===== src/rtl/pokey_pkg.sv =====
// pokey_pkg: shared constants and FSM state encoding for the POKEY serial output block.
//   DATA_BITS / START_BITS / STOP_BITS : frame geometry (8N1)
//   IDX_W / IDX_LAST                   : data-bit index width and last index
//   ser_state_e                        : IDLE, START, DATA, STOP
package pokey_pkg;

   localparam int unsigned DATA_BITS  = 8;
   localparam int unsigned START_BITS = 1;
   localparam int unsigned STOP_BITS  = 1;
   localparam int unsigned FRAME_BITS = START_BITS + DATA_BITS + STOP_BITS;
   localparam int unsigned IDX_W      = 3;

   localparam logic [IDX_W-1:0] IDX_LAST = IDX_W'(DATA_BITS - 1);

   typedef enum logic [1:0] {
      ST_IDLE  = 2'd0,
      ST_START = 2'd1,
      ST_DATA  = 2'd2,
      ST_STOP  = 2'd3
   } ser_state_e;

endpackage


===== src/rtl/pokey_serout_if.sv =====
// pokey_serout_if: CPU-side register interface of the serial output block.
//   wr   : SEROUT write strobe (one enabled cycle)
//   D    : write data
//   odn  : output-data-needed pulse (IRQ source)
//   oc   : output complete level
//   busy : transmitter not idle
interface pokey_serout_if;
   import pokey_pkg::*;

   logic                 wr;
   logic [DATA_BITS-1:0] D;
   logic                 odn;
   logic                 oc;
   logic                 busy;

   modport master (output wr, D, input odn, oc, busy);
   modport slave  (input wr, D, output odn, oc, busy);

endinterface


===== src/rtl/pokey_serout.sv =====
// pokey_serout: POKEY SEROUT holding register + 8N1 shifter, LSB first.
// All state updates on the falling edge of clk, qualified by enn; rst is
// synchronous, active-high and overrides enn.
//   clk, rst, enn : clock, reset, clock enable
//   bus (slave)   : wr/D in, odn/oc/busy out (all registered)
//   bit_tick      : bit-period pulse from the baud channel
//   brk           : force sout low without disturbing the frame
//   two_tone, tone1, tone2 : two-tone FSK controls
//   sout          : serial output, idle high (registered)
// Optional build macro: POKEY_TWO_TONE_EN adds the tone flop; without it the
// two-tone inputs are accepted but have no effect.
module pokey_serout
   import pokey_pkg::*;
(
   input  logic          clk,
   input  logic          rst,
   input  logic          enn,
   pokey_serout_if.slave bus,
   input  logic          bit_tick,
   input  logic          brk,
   input  logic          two_tone,
   input  logic          tone1,
   input  logic          tone2,
   output logic          sout
);

   ser_state_e           state_q, state_d;
   logic [IDX_W-1:0]     idx_q, idx_d;
   logic [DATA_BITS-1:0] shift_q, shift_d;
   logic [DATA_BITS-1:0] hold_q, hold_d;
   logic                 hold_full_q, hold_full_d;
   logic                 sout_q, sout_d;
   logic                 odn_q, odn_d;
   logic                 oc_q, oc_d;
   logic                 busy_q, busy_d;
   logic                 xfer;
   logic                 level_d;

`ifdef POKEY_TWO_TONE_EN
   logic                 tone_q, tone_d;
`else
   logic                 unused_tone;
   assign unused_tone = ^{two_tone, tone1, tone2};
`endif

   // Next-state, holding register and output levels for the next enabled edge
   always_comb begin
      state_d     = state_q;
      idx_d       = idx_q;
      shift_d     = shift_q;
      hold_d      = hold_q;
      hold_full_d = hold_full_q;
      sout_d      = sout_q;
      odn_d       = odn_q;
      oc_d        = oc_q;
      busy_d      = busy_q;
      xfer        = 1'b0;
      level_d     = 1'b1;
`ifdef POKEY_TWO_TONE_EN
      tone_d      = tone_q;
`endif

      if (enn) begin
         // Load the shifter from IDLE, or straight from a finishing stop bit
         xfer = hold_full_q &&
                ((state_q == ST_IDLE) || ((state_q == ST_STOP) && bit_tick));

         if (bit_tick) begin
            case (state_q)
               ST_START: begin
                  state_d = ST_DATA;
                  idx_d   = '0;
               end
               ST_DATA: begin
                  if (idx_q == IDX_LAST) state_d = ST_STOP;
                  else                   idx_d   = idx_q + IDX_W'(1);
               end
               ST_STOP: state_d = ST_IDLE;
               default: ;
            endcase
         end

         if (xfer) begin
            state_d = ST_START;
            shift_d = hold_q;
            idx_d   = '0;
         end

         // A coincident write refills the holding register after the shifter took the old byte
         if (bus.wr) begin
            hold_d      = bus.D;
            hold_full_d = 1'b1;
         end else if (xfer) begin
            hold_full_d = 1'b0;
         end

         odn_d = xfer;

         case (state_d)
            ST_START: level_d = 1'b0;
            ST_DATA:  level_d = shift_d[idx_d];
            default:  level_d = 1'b1;
         endcase

`ifdef POKEY_TWO_TONE_EN
         // Mark bits toggle on tone1, space bits on tone2
         tone_d = tone_q ^ (level_d ? tone1 : tone2);
         sout_d = brk ? 1'b0 : (two_tone ? tone_d : level_d);
`else
         sout_d = ~brk & level_d;
`endif

         oc_d   = (state_d == ST_IDLE) && !hold_full_d;
         busy_d = (state_d != ST_IDLE);
      end
   end

   // State and output registers
   always_ff @(negedge clk) begin
      if (rst) begin
         state_q     <= ST_IDLE;
         idx_q       <= '0;
         shift_q     <= '0;
         hold_q      <= '0;
         hold_full_q <= 1'b0;
         sout_q      <= 1'b1;
         odn_q       <= 1'b0;
         oc_q        <= 1'b1;
         busy_q      <= 1'b0;
`ifdef POKEY_TWO_TONE_EN
         tone_q      <= 1'b0;
`endif
      end else begin
         state_q     <= state_d;
         idx_q       <= idx_d;
         shift_q     <= shift_d;
         hold_q      <= hold_d;
         hold_full_q <= hold_full_d;
         sout_q      <= sout_d;
         odn_q       <= odn_d;
         oc_q        <= oc_d;
         busy_q      <= busy_d;
`ifdef POKEY_TWO_TONE_EN
         tone_q      <= tone_d;
`endif
      end
   end

   assign sout     = sout_q;
   assign bus.odn  = odn_q;
   assign bus.oc   = oc_q;
   assign bus.busy = busy_q;

endmodule


===== src/flat_wrapper.sv =====
// flat-port wrapper written by rule: the top's interface ports become plain ports
module pokey_serout_flat import pokey_pkg::*;
  (clk, rst, enn, bit_tick, brk, two_tone, tone1, tone2, sout, bus_wr, bus_D, bus_odn, bus_oc, bus_busy);
  pokey_serout_if bus_i ();
  input  logic clk;
  input  logic rst;
  input  logic enn;
  input  logic bit_tick;
  input  logic brk;
  input  logic two_tone;
  input  logic tone1;
  input  logic tone2;
  output logic sout;
  input wire logic [$bits(bus_i.wr)-1:0] bus_wr;
  input wire logic [$bits(bus_i.D)-1:0] bus_D;
  output wire logic [$bits(bus_i.odn)-1:0] bus_odn;
  output wire logic [$bits(bus_i.oc)-1:0] bus_oc;
  output wire logic [$bits(bus_i.busy)-1:0] bus_busy;
  assign bus_i.wr = bus_wr;
  assign bus_i.D = bus_D;
  assign bus_odn = bus_i.odn;
  assign bus_oc = bus_i.oc;
  assign bus_busy = bus_i.busy;
  pokey_serout u_core (.clk(clk), .rst(rst), .enn(enn), .bus(bus_i), .bit_tick(bit_tick), .brk(brk), .two_tone(two_tone), .tone1(tone1), .tone2(tone2), .sout(sout));
endmodule

===== config.mk =====
export PLATFORM = sky130hd
export DESIGN_NAME = pokey_serout_flat
export DESIGN_NICKNAME = d
export VERILOG_FILES = /design/src/rtl/pokey_pkg.sv /design/src/rtl/pokey_serout_if.sv /design/src/rtl/pokey_serout.sv /design/src/flat_wrapper.sv
export SDC_FILE = /design/constraint.sdc
export NUM_CORES = 1
export LEC_CHECK = 0
export CAP_MARGIN = 20
export CORE_MARGIN = 3
export CORE_UTILIZATION = 52
export DETAILED_ROUTE_END_ITERATION = 6
export HOLD_SLACK_MARGIN = 0.12
export MAX_ROUTING_LAYER = met4
export PLACE_DENSITY = 0.78
export SLEW_MARGIN = 40
export SYNTH_ARGS = -nofsm -noshare
export SYNTH_HDL_FRONTEND = slang
export SYNTH_SLANG_ARGS = --single-unit

===== constraint.sdc =====
create_clock -name clk -period 2.6 [get_ports clk]
set_input_delay 0.26 -clock clk [delete_from_list [all_inputs] [get_ports clk]]
set_output_delay 0.26 -clock clk [all_outputs]
set_load 0.02 [all_outputs]

After elaboration in Yosys (flattened, before gate mapping)
Index checks and enable logic that the tools add are counted.
{ "word_totals": {"regBits": 26, "out_inout_bits": 4, "wordCells": 47} }
{ "classes": {"add_sub_neg": 1, "n_lt_le_gt_ge": 1, "n_eq_ne": 6, "muxes": 19, "bitwise": 2, "n_reduce_logical": 9} }
{ "ops": {"columns": ["operator", "n"], "rows": [
  ["8-bit 2-to-1 mux", 2],
  ["3-bit 2-to-1 mux", 4],
  ["2-bit 2-to-1 mux", 4],
  ["2-bit == test (second input constant)", 3],
  ["2-bit case mux with 3 select lines", 1],
  ["3-bit case mux with 2 select lines", 1],
  ["1-bit 2-to-1 mux", 5],
  ["2-bit by 1-bit == test with 1-bit output (second input constant)", 2],
  ["2-bit logical NOT", 2],
  ["3-bit by 4-bit less-than comparator with 1-bit output (second input constant)", 1],
  ["3-bit by 1-bit adder with 3-bit output (second input constant)", 1],
  ["1-bit binary-select mux with 3-bit select", 1],
  ["3-bit == test (second input constant)", 1],
  ["1-bit logical AND", 3],
  ["1-bit case mux with 2 select lines", 1],
  ["2-bit AND reduction", 1],
  ["2-bit nonzero test", 1],
  ["1-bit bitwise AND", 1],
  ["1-bit logical NOT", 1],
  ["1-bit logical OR", 1],
  ["1-bit NOT", 1]
]} }

Longest topological paths before layout
{ "logic_depth": {"ltp_word": 11, "mapped_depth": 9, "ltp_nobuf": 8} }

==> metrics.md <==
| Metric | Value |
|---|---|
| Status | finished, final reports clean |
| Num rows | 17 |
| CORE AREA | 2318 um^2 |
| Async set-reset flop share out of synthesis | 0 |
| Synth Area in XOR/XNOR | 0.006554 |
| Clk_skew | 0.01978 ns |
| Register area share after synthesis | 0.3895 |
| Fin util | 0.7577 |
| Remaining DRCs | 0 |
| Final setup vio count | 0 |
| # nets final | 243 |
| HPWL after detailed placement | 2483 um |
| Largest family of logic cells by synthesized area | simple AND/OR/NAND/NOR gates |
| Clock tree buffer depth | 2 |
| Main synth FF type | dfxtp_1 |
| Worst-Skew Late Latency | 0.41 ns |
| Ant diodes | 0 |
| CTS Sinks | 26 |
| Layout area overhead | 31.46% |
| Psw | 0.3162 mW |
| Max Cap Viol | 0 |
| Synth Net Count | 188 |
| Placed Area | 1630 um^2 |
| Post-Synth Simple-Gate Area | 0.2228 |
| Critical path peak fanout | 6 |
| Max-slew violation count | 0 |
| EDFF count, synth | 0 |
| Vias in the first global route | 1334 |
| 1st-iter DRT viols | 52 |
| PwrDens | 523.9 nW/um^2 |
| I/O pin cnt | 21 |
| Proportion of layout cells with a drive suffix above 1 | 0.1500 |
| Crit start category | input pin |
| GP Congestion | 0.9089 |
| Post-synthesis cell count | 166 |
| Die Ht | 56.69 um |
| Port Buffers | 17 |
| Wirelength per Cell | 13.47 um |
| Share of the synthesized area in the top cell type | 0.3895 |
| Worst slew pin tran | 0.4037 ns |
| Synth cell types | 41 |
| Mean post-synth cell area | 8.050 um^2 |
| Tot GR Track Use | 0.2245 |
| Area leader, netlist | dfxtp_1 |
| Compound-Gate Fraction of Synth Area | 0.2182 |
| Chip width | 56.69 um |
| Initial antenna violation count | 0 |
| Gr ovfl total | 0 |
| Critical path data required time | 1.64 ns |
| Total internal power | 0.6040 mW |
| Clock slew at reported path FFs | 0.05 ns |
| Worst reg2reg path depth | 8 |
| Register bit total from synthesis | 26 |
| Adder-cell area share of the yosys netlist | 0.04682 |
| Switching Fraction | 0.3436 |
| Max_slew headroom | 0.7305 |
| CTS hold repair buffers | 0 |
| CP Class | input pin to flip-flop |
| Via Count | 1398 |
| Routed Antenna Nets | 0 |
| Nature of the critical path endpoint | flip-flop |
| WP data arrival | 1.55 ns |
| Filler Cells Inserted | 181 |
| Post-synthesis mux area share | 0.06742 |
| Top post-synthesis cells by area | dfxtp_1, a21oi_1, mux2i_1, nor2_1, ha_1 |
| Hold depth | 2 |
| Synth warn | 0 |
| Initial core utilization | 0.5764 |
| Count leader, synth | dfxtp_1 |
| CTS tree | done |
| Avg Vias per Cell | 5.637 |
| Reg2reg setup slack | 0.47 ns |
| H-tree depth | 1 |
| Synthesized area | 1336 um^2 |
| Commonest cells post-synth | dfxtp_1, nor2_1, a21oi_1 |
| Iteration count of the initial detailed-routing pass | 4 |
| Largest net degree at the start of global routing | 16 |
| P_leak | 0.8588 nW |
| Final WL | 3341 um |
| TritonCTS Buffers | 3 |
| Clock root buffer master | clkbuf_4 |
| First-pass GRT wire length | 5678 um |
| Final instance area | 1757 um^2 |
| Final Hold Vio Count | 0 |
| Comb pwr share | 0.172 |
| Clk pwr share | 0.362 |
| Hold WC Path Type | flip-flop to flip-flop |
| Total negative slack | 0 ns |
| Flop pwr share | 0.465 |
| Maximum vdd drop | 0.5752 mV |
| RSZ-0062 raised after global routing | no |
| Die area | 3214 um^2 |
[per-layer routing]
metal | vias up | share of wire | wire length [um] | GRT usage
li1 | 699 | - | - | -
met1 | 639 | 0.42 | 1397 | 0.2287
met2 | 52 | 0.52 | 1723 | 0.3960
met3 | 8 | 0.051 | 170 | 0.06667
met4 | 0 | 0.015 | 50 | 0.09492
met5 | - | 0 | 0 | -
[worst max-delay path, stage by stage]
cell             delay (ns)
clkdlybuf4s50_1        0.65
inv_1                  0.10
nor2_1                 0.16
o311a_1                0.20
o311ai_1               0.10
nand3_1                0.09
[worst paths after layout]
check	start	end
worst max-delay path	enn	u_core.sout
worst max register to register	u_core.idx_q[0]	u_core.sout
worst min register to register	u_core.hold_q[1]	u_core.hold_q[1]
worst min-delay path	u_core.hold_q[1]	u_core.hold_q[1]
[registers in the layout, indices dropped and copies added (netlist names)]
name and cells:
u_core.shift_q 8, u_core.bus.odn 1, u_core.hold_q 8, u_core.idx_q 3, u_core.bus.oc 1, u_core.bus.busy 1
u_core.sout 1, u_core.hold_full_q 1, u_core.state_q 2
[placed cells by master (no fill, tap or decap), types with 3 or more instances in the layout]
cell	count
mux2i_1	9
buf_4	18
nand2b_1	3
inv_1	30
ha_1	5
dfxtp_1	26
clkbuf_2	3
nand2_1	15
clkbuf_4	3
nand3_1	12
a21oi_1	18
o21ai_0	4
nor2_1	24
clkdlybuf4s50_1	12
[power groups by stage]
stage          Combinational (mW)  Clock [mW]  Sequential (mW)
3_5_place_dp                0.154      0.0635            0.435
5_1_grt                     0.171       0.403            0.429
2_1_floorplan              0.0795      0.0635            0.436
4_1_cts                     0.156       0.348            0.427
3_3_place_gp                0.149      0.0635            0.434
6_report                    0.159       0.334            0.428
[what timing repair did]
| item | CTS | global route |
|---|---|---|
| setup endpoints to repair | 18 | 11 |
| gates resized for setup | 15 | 10 |
| buffers inserted | 0 | 0 |
[cell families (layout without fill, tap and decap cells)]
group	after synthesis	after routing
and+or+nand+nor	65	65
AOI/OAI and AO/OA	45	45
buffers and inverters	15	69
DFF	26	26
muxes	9	9
adders and majority gates	5	5
xor gates and xnor gates	1	1
[metrics by stage]
step                power, mW  hold slack (ns)  std cells  setup slack [ns]
detailed placement     0.6525           0.4475        219           -0.7241
CTS                    0.9311           0.4540        248          0.003427
global placement       0.6464           0.4459        219           -0.6489
finish                 0.9203           0.4527        248           0.08887
global route            1.003           0.4789        248           0.06772
floorplan              0.5790           0.4357        166          -0.02706
[cell type report]
cell class                 instances  area [um^2]  share of cell area
clock buffer                       3        22.52             0.01282
clock inverter                    27        103.9             0.05912
inverter                           4        15.01            0.008547
multi-input combinational        125        779.5              0.4437
sequential                        26        520.5              0.2963
tap                               28        35.03             0.01994
timing repair buffer              35        280.3              0.1595
(Power assumes the default switching activity.)
